$ cat config.mk
export PLATFORM = sky130hd
export DESIGN_NAME = secret_pal_bus
export DESIGN_NICKNAME = d
export VERILOG_FILES = /design/src/rtl/secret_pal_bus.sv
export SDC_FILE = /design/constraint.sdc
export NUM_CORES = 1
export LEC_CHECK = 0
export BUFFER_PORTS_ARGS = -buffer_cell sky130_fd_sc_hd__buf_2
export CAP_MARGIN = 20
export CORE_MARGIN = 5
export CORE_UTILIZATION = 43
export DETAILED_ROUTE_END_ITERATION = 12
export GPL_TIMING_DRIVEN = 1
export PLACE_DENSITY = 0.78
export SETUP_SLACK_MARGIN = 0.1
export SLEW_MARGIN = 20
export SYNTH_ARGS = -nofsm -noshare
export SYNTH_HDL_FRONTEND = slang
export SYNTH_SLANG_ARGS = --single-unit
$ cat constraint.sdc
create_clock -name clk -period 1.6 [get_ports clk]
set_clock_uncertainty 0.05 [all_clocks]
set_input_delay 0.16 -clock clk [delete_from_list [all_inputs] [get_ports clk]]
set_output_delay 0.16 -clock clk [all_outputs]
set_load 0.005 [all_outputs]
$ cat src/rtl/secret_pal_bus.sv
`default_nettype none
// ============================================================================
// Module   : secret_pal_bus
// Purpose  : CPU-side bus stage for the Mr. Do protection PAL. It turns text-RAM
//            writes into PAL clock strobes and captures PAL output for SECRE reads.
// Revision : 1.0 - initial release
// ============================================================================
module secret_pal_bus #(
    parameter logic [15:0] TRAM_LO    = 16'h8800,
    parameter logic [15:0] TRAM_HI    = 16'h8FFF,
    parameter logic [15:0] SECRE_ADDR = 16'h9803,
    parameter int          WR_FILTER  = 2
) (
    input  logic        clk,
    input  logic        reset,
    input  logic [15:0] cpu_addr,
    input  logic [7:0]  cpu_dout,
    input  logic        cpu_mreq_n,
    input  logic        cpu_wr_n,
    input  logic        cpu_rd_n,
    output logic [7:0]  pal_din,
    output logic        pal_clk_en,
    input  logic [7:0]  pal_dout,
    output logic [7:0]  sec_dout,
    output logic        sec_oe,
    output logic [7:0]  rd_count
);

    typedef enum logic [1:0] {
        ST_IDLE    = 2'd0,
        ST_WR_QUAL = 2'd1,
        ST_WR_DONE = 2'd2,
        ST_RD_HOLD = 2'd3
    } state_t;

    localparam logic [2:0] c_FILT = WR_FILTER[2:0];

    state_t     r_state;
    logic       r_armed;
    logic [2:0] r_filt_cnt;

    logic       w_in_win;
    logic       w_wr_cond;
    logic       w_rd_cond;

    assign w_in_win  = (cpu_addr >= TRAM_LO) && (cpu_addr <= TRAM_HI);
    assign w_wr_cond = ~cpu_mreq_n & ~cpu_wr_n & w_in_win;
    assign w_rd_cond = ~cpu_mreq_n & ~cpu_rd_n & (cpu_addr == SECRE_ADDR);

    always_ff @(posedge clk) begin
        if (reset) begin
            r_state    <= ST_IDLE;
            r_armed    <= 1'b0;
            r_filt_cnt <= 3'd0;
            pal_din    <= 8'h00;
            pal_clk_en <= 1'b0;
            sec_dout   <= 8'h00;
            sec_oe     <= 1'b0;
            rd_count   <= 8'h00;
        end else begin
            pal_clk_en <= 1'b0;

            // A bus cycle already in progress at reset release must end first.
            if (!w_wr_cond && !w_rd_cond) begin
                r_armed <= 1'b1;
            end

            case (r_state)
                ST_IDLE: begin
                    if (r_armed) begin
                        if (w_wr_cond) begin
                            r_filt_cnt <= 3'd1;
                            if (c_FILT == 3'd1) begin
                                pal_din    <= cpu_dout;
                                pal_clk_en <= 1'b1;
                                r_state    <= ST_WR_DONE;
                            end else begin
                                r_state    <= ST_WR_QUAL;
                            end
                        end else if (w_rd_cond) begin
                            sec_dout <= pal_dout;
                            sec_oe   <= 1'b1;
                            rd_count <= rd_count + 8'd1;
                            r_state  <= ST_RD_HOLD;
                        end
                    end
                end

                ST_WR_QUAL: begin
                    if (!w_wr_cond) begin
                        r_state <= ST_IDLE;
                    end else begin
                        r_filt_cnt <= r_filt_cnt + 3'd1;
                        if ((r_filt_cnt + 3'd1) == c_FILT) begin
                            pal_din    <= cpu_dout;
                            pal_clk_en <= 1'b1;
                            r_state    <= ST_WR_DONE;
                        end
                    end
                end

                ST_WR_DONE: begin
                    if (!w_wr_cond) begin
                        r_state <= ST_IDLE;
                    end
                end

                ST_RD_HOLD: begin
                    if (!w_rd_cond) begin
                        sec_oe  <= 1'b0;
                        r_state <= ST_IDLE;
                    end
                end

                default: begin
                    r_state <= ST_IDLE;
                end
            endcase
        end
    end

endmodule
`default_nettype wire

==> results of run 1 <==
## final timing paths
path	startpoint	end
setup reg to reg	r_state[1]$_SDFFE_PP0P_	pal_din[1]$_SDFFE_PP0P_
setup / recovery	r_state[1]$_SDFFE_PP0P_	pal_din[1]$_SDFFE_PP0P_
hold reg to reg	pal_din[6]$_SDFFE_PP0P_	pal_din[6]$_SDFFE_PP0P_
hold / removal	pal_dout[4]	sec_dout[4]$_SDFFE_PP0P_
## cells in the final DEF, fill, tap and decap left out, drive strengths merged
cell,instances
nand2b,3
and4,2
a21oi,20
o21ai,19
dfxtp,32
a211oi,2
nand4,4
ha,3
or3,2
a41oi,1
buf,79
a311oi,1
mux2,6
o21ba,1
inv,3
nor4,2
and2,1
nand3,26
clkbuf,8
and3,3
nor4b,2
a31oi,3
nor2b,7
nor2,11
nor3,7
o22a,1
or4b,3
nand2,4
## layout make-up
cell class              instances  area, µm²  share of cell area, %
multi-input cells             134        883                   42.1
flip-flops and latches         32        643                   30.7
repair buffers                 79        442                   21.1
clock buffers                   8       58.8                   2.81
well taps                      46       57.6                   2.75
inverters                       3       11.3                  0.537
## state kept, by name, indices dropped and copies added, names as in the netlist
signal / flops
sec_dout: 8
pal_clk_en: 1
rd_count: 8
r_filt_cnt: 3
r_state: 2
pal_din: 8
r_armed: 1
sec_oe: 1
## stage by stage
stage	power, mW	utilization [%]	hold slack [ps]	instance area [µm²]
floorplan	0.851	-	262	1560
global placement	0.914	58.6	369	2000
detailed placement	0.916	58.6	373	2000
CTS	1.39	60.7	8.21	2070
global route	1.46	61.4	4.72	2100
finish	1.38	61.4	17.3	2100
## repair_timing
item | CTS | global route
hold buffers | 0 | 0
hold endpoints to repair | 0 | 0
setup endpoints to repair | 19 | 27
gates resized for setup | 4 | 5
pin swaps | 1 | 0
## kinds of logic (layout without fill, tap and decap cells)
logic type | after synthesis | after routing
AO/OA/AOI/OAI | 48 | 48
adder cells (fa/ha/maj) | 3 | 3
buffers and inverters | 14 | 90
flip-flops | 32 | 32
multiplexers | 6 | 6
AND/OR/NAND/NOR | 77 | 77
## power by group through the flow
| stage | Clock, mW | Sequential (mW) | Combinational [mW] |
|---|---|---|---|
| finish | 0.483 | 0.799 | 0.102 |
| CTS | 0.494 | 0.799 | 0.100 |
| global placement | 0 | 0.817 | 0.0961 |
| floorplan | 0 | 0.817 | 0.0334 |
| global route | 0.544 | 0.800 | 0.112 |
| detailed placement | 0 | 0.817 | 0.0988 |
## tightest hold or removal path: stages
cell and delay [ps]:
buf_2 90, nand3_1 50, a21oi_1 50
## routing by layer
layer	up-vias	track usage, %	wire [µm]
li1	813	-	-
met1	769	21.3	1850
met2	67	30.0	2060
met3	7	6.17	367
met4	0	8.51	80
met5	-	0	0
==> out/results.txt, run 1 <==
Netlist cell types = 34
postcts setup bufs = 0
crit path DAT = 1790 ps
Post-Syn Area = 0.00155 mm²
worst r2r path cells = 5
post-synthesis adder-cell area fraction = 2.42%
Yosys reg bits = 32
Hold Vio Cnt, Final = 0
Critical Path Slowest Stage Cell = or4b_4
filler instances = 320
Via Count = 1656
core area = 0.00342 mm²
Ys Warns = 0
clock network power share = 34.9%
status = finished clean
Synth Area in Compound Gates = 17.9%
Root Driver = clkbuf_4
Internal = 1.06 mW
maximum VDD drop = 586 µV
WL final = 4360 µm
final count of pins violating max slew = 0
DRT iter0 DRCs = 83
Mapped Cells = 180
die width = 70.1 µm
average wire per standard cell = 14.4 µm
fin cells = 302
max_cap viols = 0
critical path required time = 1820 ps
CTS tree = yes
Slew @ Worst Pin = 465 ps
Vias/cell = 5.48
RSZ-0062 raised after global routing = yes
global-route wire length before repair = 7360 µm
power per cell area = 661 mW/mm²
number of buffers created by CTS = 5
top cells by count, synth = dfxtp_1, nand3_1, a21oi_1
CP Launch Type = flop
share of cells above drive strength 1 = 40.6%
XOR/XNOR Fraction of Synth Area = 0%
GRT Resource Usage Total = 18.3%
Post-layout nets = 295
diode count = 0
Worst R2R Setup Slack = 30 ps
largest family of logic cells by synthesized area = simple AND/OR/NAND/NOR gates
Chip Height = 70.1 µm
simple-gate portion of the synthesized area = 30.2%
critical path, cell by cell = or4b_4 > nor3_4 > buf_6 > nand3_1 > a21oi_1
GR Overflow Total = 0
clk buf depth = 2
Top Ports = 63
final critical-path share of the clock period = 98.3%
dpl ws = -138 ps
initial core utilization = 45.4%
die area = 0.00491 mm²
mux share of post-synthesis cell area = 4.35%
Placement Rows = 21
Synth area leaders = dfxtp_1, nand3_1, a21oi_1
Yosys top cell area share = 41.3%
crit path max fanout = 10
setup ws final = 26.7 ps
number of synthesized flops with an enable pin = 0
Port-buffer cells = 62
H-tree levels = 2
biggest area consumer among synthesized cells = dfxtp_1
placed cell count = 294
setup TNS = 0 ps
Residual DRC = 0
Reg power frac = 57.7%
Net Sw Power = 320 µW
leakage power = 0.894 nW
initial antenna violation count = 0
CTS clk-pin slew, worst paths = 90 ps
final period demand of the worst path = 1570 ps
worst skew pair latency = 330 ps
Slew headroom = 69.0%
max frequency = 636 MHz
Worst Hold Path Cells = 3
predominant post-synthesis flop cell = dfxtp_1
Routed Antenna Nets = 0
crit path buf inv count = 1
syn_nets = 220
Finish-stage setup viols = 0
dominant cell by count in the synthesized netlist = dfxtp_1
Top Family by Delay on Critical Path = simple AND/OR/NAND/NOR gates
Avg Cell Area, Syn = 8.62 µm²
vias in the first global route = 1647
WP depth = 5
element type at the critical path end = flop
fraction of registers with async set/reset = 0%
clk sinks = 32
Min-Delay Path Class = in2reg
Area growth, synth to finish = 35.1%
Sw Share = 23.1%
largest net degree at the start of global routing = 27
RD Place Congestion = 0.788
WS Path Type = reg2reg
Pre-antenna DRT Iters = 5
Max stage delay on crit path = 570 ps
hpwl dp = 3150 µm
Gate power share = 7.4%
sequential-to-total area share from yosys stat = 41.3%
Power figures use the tool's default switching activity.
==> run 2: changes to the inputs <==
Settings changed: CORE_UTILIZATION 43 to 40, PLACE_DENSITY 0.78 to 0.82, RECOVER_POWER set to 50.
==> out/results.txt, run 2 (synthesized netlist as in run 1, its figures left out) <==
Max stage delay on crit path = 520 ps
Port-buffer cells = 62
share of cells above drive strength 1 = 43.2%
initial antenna violation count = 0
core area = 0.00372 mm²
Worst R2R Setup Slack = 8 ps
CTS tree = yes
initial core utilization = 41.8%
total power = 1.47 mW
clock network power share = 38.6%
crit path buf inv count = 1
Util after Layout = 60.0%
Placement Rows = 22
Residual DRC = 0
Reg power frac = 54.3%
GR Overflow Total = 0
Gate power share = 7.1%
area of the multi-input gates = 962 µm²
Chip Height = 72.3 µm
Post-layout nets = 299
final critical-path share of the clock period = 99.5%
filler instances = 347
GRT Resource Usage Total = 16.7%
average wire per standard cell = 14.4 µm
maximum VDD drop = 528 µV
setup TNS = 0 ps
Critical Path Slowest Stage Cell = or4b_4
Via Count = 1670
biggest regs = pal_din (8), rd_count (8), sec_dout (8)
element type at the critical path end = flop
Root Driver = clkbuf_8
critical path required time = 1760 ps
Hold-fix buffers, CTS = 0
Vias/cell = 5.44
Top Ports = 63
FF/Latch Area = 642 µm²
crit path max fanout = 5
die width = 72.3 µm
Sw Share = 22.3%
global-route wire length before repair = 6990 µm
diode count = 0
DRT iter0 DRCs = 68
WL final = 4410 µm
Area growth, synth to finish = 43.6%
die area = 0.00522 mm²
worst skew pair latency = 280 ps
vias in the first global route = 1574
power per cell area = 662 mW/mm²
Slew headroom = 68.5%
clk buf depth = 2
final period demand of the worst path = 1590 ps
largest net degree at the start of global routing = 27
Internal = 1.15 mW
Top Family by Delay on Critical Path = simple AND/OR/NAND/NOR gates
max_cap viols = 0
number of buffers created by CTS = 5
Pre-antenna DRT Iters = 4
H-tree levels = 2
status = finished clean
RD Place Congestion = 0.802
CTS clk-pin slew, worst paths = 60 ps
commonest non-fill, non-tap cell in the layout = buf_2
Net Sw Power = 329 µW
leakage power = 0.895 nW
Finish-stage setup viols = 0
clk sinks = 32
CP Launch Type = flop
hpwl dp = 3060 µm
Slew @ Worst Pin = 473 ps
most frequent cells in the layout = buf_2, dfxtp_1, nand3_1, o21ai_0, buf_4
final count of pins violating max slew = 0
Routed Antenna Nets = 0
crit path DAT = 1750 ps
critical path, cell by cell = or4b_4 > nor3_4 > buf_6 > nand3_2 > a21oi_2
WS Path Type = reg2reg
max frequency = 628 MHz
Hold Vio Cnt, Final = 0
RSZ-0062 raised after global routing = yes
Min-Delay Path Class = in2reg
## run 2: cell type report
class,count,share of cell area (%)
Clock buffer,6,3.26
Clock inverter,1,0.225
Inverter,3,0.505
Multi-Input combinational cell,134,43.2
Sequential cell,32,28.8
Tap cell,48,2.70
Timing Repair Buffer,83,21.3
## run 2: through the flow
stage | setup WS [ps] | hold slack (ps) | std cells | instance area (µm²)
finish | 8.45 | 81.2 | 307 | 2230
global route | -43.4 | 75.2 | 307 | 2230
detailed placement | -114 | 372 | 297 | 2010
global placement | -41.8 | 368 | 297 | 2010
CTS | 9.78 | 73.0 | 305 | 2130
floorplan | 68.2 | 262 | 180 | 1560
## run 2: tightest hold or removal path: stages
cell	delay (ps)
buf_2	90
nand3_1	50
a21oi_1	50
## run 2: layer usage
layer  wire (µm)  global-route usage [%]  vias to the layer above
li1            -                       -                      819
met1        1800                    21.3                      776
met2        2150                    27.3                       65
met3         389                    3.88                       10
met4          74                    6.26                        0
met5           0                       0                        -
## run 2: repair_timing
item	4_1_cts	5_1_grt
gates cloned	1	0
pin swaps	13	7
setup buffers	0	2
setup endpoints to repair	18	25
resized for setup	11	20
## run 2: power by group through the flow
stage	clock network, mW	registers, mW	logic [mW]
global route	0.634	0.800	0.115
floorplan	0	0.817	0.0334
global placement	0	0.818	0.0960
finish	0.569	0.800	0.105
detailed placement	0	0.818	0.0979
CTS	0.593	0.799	0.0997
## run 2: path summary, 6_finish.rpt
path                                 from                      end  cells after the start
hold / removal                cpu_dout[2]  pal_din[2]$_SDFFE_PP0P_                      3
hold reg to reg   pal_din[3]$_SDFFE_PP0P_  pal_din[3]$_SDFFE_PP0P_                      2
setup / recovery  r_state[1]$_SDFFE_PP0P_  pal_din[7]$_SDFFE_PP0P_                      5
setup reg to reg  r_state[1]$_SDFFE_PP0P_  pal_din[7]$_SDFFE_PP0P_                      5
